**config.mk**
```make
export PLATFORM = sky130hd
export DESIGN_NAME = col_id_dispatch
export DESIGN_NICKNAME = d
export VERILOG_FILES = /design/src/rtl/col_id_dispatch.sv
export SDC_FILE = /design/constraint.sdc
export NUM_CORES = 1
export LEC_CHECK = 0
export CORE_ASPECT_RATIO = 0.5
export CORE_MARGIN = 3
export CORE_UTILIZATION = 35
export DETAILED_ROUTE_END_ITERATION = 7
export GPL_TIMING_DRIVEN = 1
export PLACE_DENSITY_LB_ADDON = 0.15
export SLEW_MARGIN = 30
export SYNTH_ARGS = -nofsm -noshare
export SYNTH_HDL_FRONTEND = slang
export SYNTH_SLANG_ARGS = --single-unit
```
**constraint.sdc**
```tcl
create_clock -name clk -period 6.6 [get_ports clk]
set_input_delay 1.32 -clock clk [delete_from_list [all_inputs] [get_ports clk]]
set_output_delay 1.32 -clock clk [all_outputs]
set_load 0.005 [all_outputs]
```
**src/rtl/col_id_dispatch.sv**
```systemverilog
// Column-id dispatcher: deals a serial id stream round-robin into per-channel
// first-word-fall-through FIFOs. Each row restarts on channel 0.
module col_id_dispatch #(
  parameter int channel_num = 4,
  parameter int col_id_size = 16,
  parameter int fifo_depth  = 8
) (
  input  logic                               clk,
  input  logic                               rst,
  input  logic [col_id_size-1:0]             in_id,
  input  logic                               in_valid,
  input  logic                               in_last,
  output logic                               in_ready,
  output logic [channel_num*col_id_size-1:0] id,
  output logic [channel_num-1:0]             id_fifo_empty,
  input  logic [channel_num-1:0]             id_fifo_read,
  output logic [channel_num-1:0]             id_fifo_full
);

  localparam int PW = (channel_num > 1) ? $clog2(channel_num) : 1;
  localparam int AW = $clog2(fifo_depth);
  localparam int CW = AW + 1;

  logic [PW-1:0] ptr_q, ptr_d;
  logic [channel_num-1:0][fifo_depth-1:0][col_id_size-1:0] mem_q, mem_d;
  logic [channel_num-1:0][AW-1:0] rd_q, rd_d, wr_q, wr_d;
  logic [channel_num-1:0][CW-1:0] cnt_q, cnt_d;
  logic [channel_num-1:0] full_s, empty_s, push_s, pop_s;
  logic xfer_s;

  // Status flags and head-of-FIFO presentation; an empty head reads as zero.
  always_comb begin
    full_s  = '0;
    empty_s = '0;
    id      = '0;
    for (int c = 0; c < channel_num; c++) begin
      full_s[c]  = (cnt_q[c] == CW'(fifo_depth));
      empty_s[c] = (cnt_q[c] == CW'(0));
      if (empty_s[c]) begin
        id[c*col_id_size +: col_id_size] = '0;
      end else begin
        id[c*col_id_size +: col_id_size] = mem_q[c][rd_q[c]];
      end
    end
  end

  assign in_ready      = !full_s[ptr_q];
  assign id_fifo_empty = empty_s;
  assign id_fifo_full  = full_s;
  assign xfer_s        = in_valid && in_ready && !rst;

  // Next-state: round-robin pointer plus per-channel push/pop bookkeeping.
  always_comb begin
    ptr_d  = ptr_q;
    mem_d  = mem_q;
    rd_d   = rd_q;
    wr_d   = wr_q;
    cnt_d  = cnt_q;
    push_s = '0;
    pop_s  = '0;

    if (xfer_s) begin
      if (in_last) begin
        ptr_d = PW'(0);
      end else if (ptr_q == PW'(channel_num - 1)) begin
        ptr_d = PW'(0);
      end else begin
        ptr_d = ptr_q + PW'(1);
      end
    end else begin
      ptr_d = ptr_q;
    end

    for (int c = 0; c < channel_num; c++) begin
      // A full target never sees a push because in_ready already gates it.
      push_s[c] = xfer_s && (ptr_q == PW'(c));
      pop_s[c]  = id_fifo_read[c] && !empty_s[c];

      if (push_s[c]) begin
        mem_d[c][wr_q[c]] = in_id;
        wr_d[c]           = wr_q[c] + AW'(1);
      end else begin
        wr_d[c] = wr_q[c];
      end

      if (pop_s[c]) begin
        rd_d[c] = rd_q[c] + AW'(1);
      end else begin
        rd_d[c] = rd_q[c];
      end

      case ({push_s[c], pop_s[c]})
        2'b10:   cnt_d[c] = cnt_q[c] + CW'(1);
        2'b01:   cnt_d[c] = cnt_q[c] - CW'(1);
        default: cnt_d[c] = cnt_q[c];
      endcase
    end
  end

  // State registers with synchronous reset discarding all buffered ids.
  always_ff @(posedge clk) begin
    if (rst) begin
      ptr_q <= '0;
      mem_q <= '0;
      rd_q  <= '0;
      wr_q  <= '0;
      cnt_q <= '0;
    end else begin
      ptr_q <= ptr_d;
      mem_q <= mem_d;
      rd_q  <= rd_d;
      wr_q  <= wr_d;
      cnt_q <= cnt_d;
    end
  end

endmodule

```
==> flow_summary.ini <==
[route]
antenna_left = 0
drcViolationCount = 0
drtPass1Iterations = 7
first_iter_violations = 1016
vias_per_cell = 4.98
wl_per_cell_um = 21.1
wl_um = 71800
vias = 16900

[finish]
layout-drive-gt1-share_pct = 13.8
layout_common_cells = mux2i_1, dfxtp_1, nand2b_1
nFillCells = 7269
area_growth_pct = 11.8
final_common_cell = mux2i_1
nets = 2384
postLayoutCellArea_mm2 = 0.0304
utilization_pct = 40.0

[sta]
finalCritPeriodShare_pct = 70.7
skew_ns = 0.0160
fin_ws_ns = 1.93
finalHoldViolations = 0
tns_ns = 0
rsz0062_at_grt = false
clock.fmax_mhz = 214
report.final.setup_viol = 0
slew_viol_final = 0
finalCriticalPeriod_ns = 4.67
worstMarginPinSlew_ns = 1.00
slew_headroom_pct = 32.9

[synth]
synth_ff_type = dfxtp_1
synth_cell_types = 53
syn-instance-count = 2359
synth-seq-cells = 554
ys_warn_count = 0
synthesis.area_mm2 = 0.0271
async_reset_ff_share_pct = 0
yosysSeqAreaShare_pct = 40.8
syn_avg_cell_area_um2 = 11.5
synth-edff-count = 0
syn-num-nets = 2407

[clock_tree]
cts_tree = yes
cts_buffers = 55
htree_levels = 2
cts_resized = 0
cts_setup_buffers = 0
worst_setup_hold_path_clk_slew_ns = 0.06
insertion_delay_ns = 0.62
cts_root_buf = clkbuf_16
cts_num_sinks = 554
cts_max_path_buffers = 3
cts_hold_buf = 0

[critical_path]
critPathKind = flip-flop to output pin
max_stage_delay_ns = 0.76
critPathLaunch = rd_q[6]
required_ns = 5.28
crit_path_cell_trace = buf_4 -> mux4_2 -> mux2i_1 -> nor2_1 -> clkdlybuf4s50_1
r2r_start = cnt_q[13]
cp_max_fo = 18
start_kind = flip-flop
slowest_stage = dfxtp_2
path_buf_inv = 2
critPathCaptureType = output pin
critPathTopFamily = multiplexers
arrival_ns = 3.35

[min_path]
hp-start = mem_q[362]
hold_path_class = flip-flop to flip-flop

[placed_design]
place_ws_ns = 2.56
place_area_mm2 = 0.0286
dp_hpwl_um = 44600
port_buffers = 96
gp_congestion = 0.716

[grt]
first_global_vias = 17200
grt_max_degree = 161
antenna_found_initial = 1
overflow = 0
grt_pass1_wl_um = 110000
grt.total_usage_pct = 17.6

[die]
fp.dieW_um = 400
fp-row-count = 71
die_h_um = 203
core-area_mm2 = 0.0760
initial_core_util_pct = 35.7
ios = 97
dieArea_mm2 = 0.0812

[job]
maxCapViolCount = 0

[outcome]
status = finished, final reports clean

[power]
leakagePower_nw = 13.4
ir_drop_mv = 0.183
powerDensity_mw_per_mm2 = 245
==> worst register-to-register path, cell delays in order (launching register included) <==
cell and delay (ns):
dfxtp_1 0.55, nor4b_4 0.09, buf_4 0.25, and2_1 0.26, nor3_2 0.50, nand4b_1 0.28
ha_1 0.35, xor2_1 0.16, ha_1 0.19, a21oi_1 0.15, xor2_1 0.09, or3_1 0.31
a21oi_1 0.14
==> routing by layer <==
| metal | GRT usage, % | share of wire (%) | up-vias |
|---|---|---|---|
| met4 | 3.61 | 1.6 | 0 |
| li1 | - | - | 8155 |
| met2 | 27.9 | 45 | 186 |
| met3 | 2.34 | 3.4 | 73 |
| met5 | 0 | 0 | - |
| met1 | 25.5 | 50 | 8500 |
==> report_power, final <==
| part | internal (W) | switching, W |
|---|---|---|
| clock | 0.00182 | 0.00137 |
| combinational | 0.000346 | 0.000428 |
| sequential | 0.00339 | 0.0000871 |
==> cell families after synthesis <==
kind of cell,count (synthesis),share of synthesized area [%]
xor+xnor,20,0.645
fa+ha+maj,24,1.11
buf+inv,228,4.36
simple gates,748,18.4
mux,724,32.6
flops,554,40.8
compound gates,61,2.05
==> cell type report <==
| class | count | area, µm² | area share (%) |
|---|---|---|---|
| antenna | 1 | 2.50 | 0.00824 |
| inverter | 23 | 90.1 | 0.297 |
| multi-input combinational | 1577 | 14900 | 49.2 |
| clock buffer | 79 | 1560 | 5.13 |
| timing repair buffer | 125 | 1210 | 3.98 |
| sequential | 554 | 11100 | 36.5 |
| tap | 1022 | 1280 | 4.21 |
| clock inverter | 16 | 209 | 0.688 |
==> cells in the mapped netlist (all sizes together), types with 9 or more instances <==
cell type / n / area [µm²]
nand2b: 536 / 3350
buf: 81 / 633
xor2: 16 / 140
nor4: 9 / 81.3
nand3: 29 / 335
dfxtp: 554 / 11100
ha: 24 / 300
nor2: 102 / 383
clkbuf: 124 / 465
o21ai: 12 / 60.1
nand4: 15 / 319
a21oi: 29 / 254
inv: 16 / 60.1
nor2b: 14 / 87.6
mux4: 128 / 2880
mux2i: 588 / 5890
==> state kept, by name, indices dropped and copies added (netlist names) <==
signal and cells:
rd_q 12, cnt_q 16, mem_q 512, ptr_q 2, wr_q 12
==> through the flow <==
step | hold slack, ns | power, W | std cells
final | 0.472 | 0.00744 | 3397
after global routing | 0.488 | 0.00777 | 3397
after CTS | 0.475 | 0.00757 | 3396
after detailed placement | 0.464 | 0.00435 | 3301
after global placement | 0.458 | 0.00434 | 3300
after floorplan | 0.446 | 0.00408 | 2359
==> worst paths after layout <==
check	to	slack [ns]	cells past startpoint
max	id[46]	1.93	5
max reg2reg	cnt_q[2]	3.19	12
min reg2reg	mem_q[362]	0.47	2
min	mem_q[362]	0.47	2
Power figures use the tool's default switching activity.
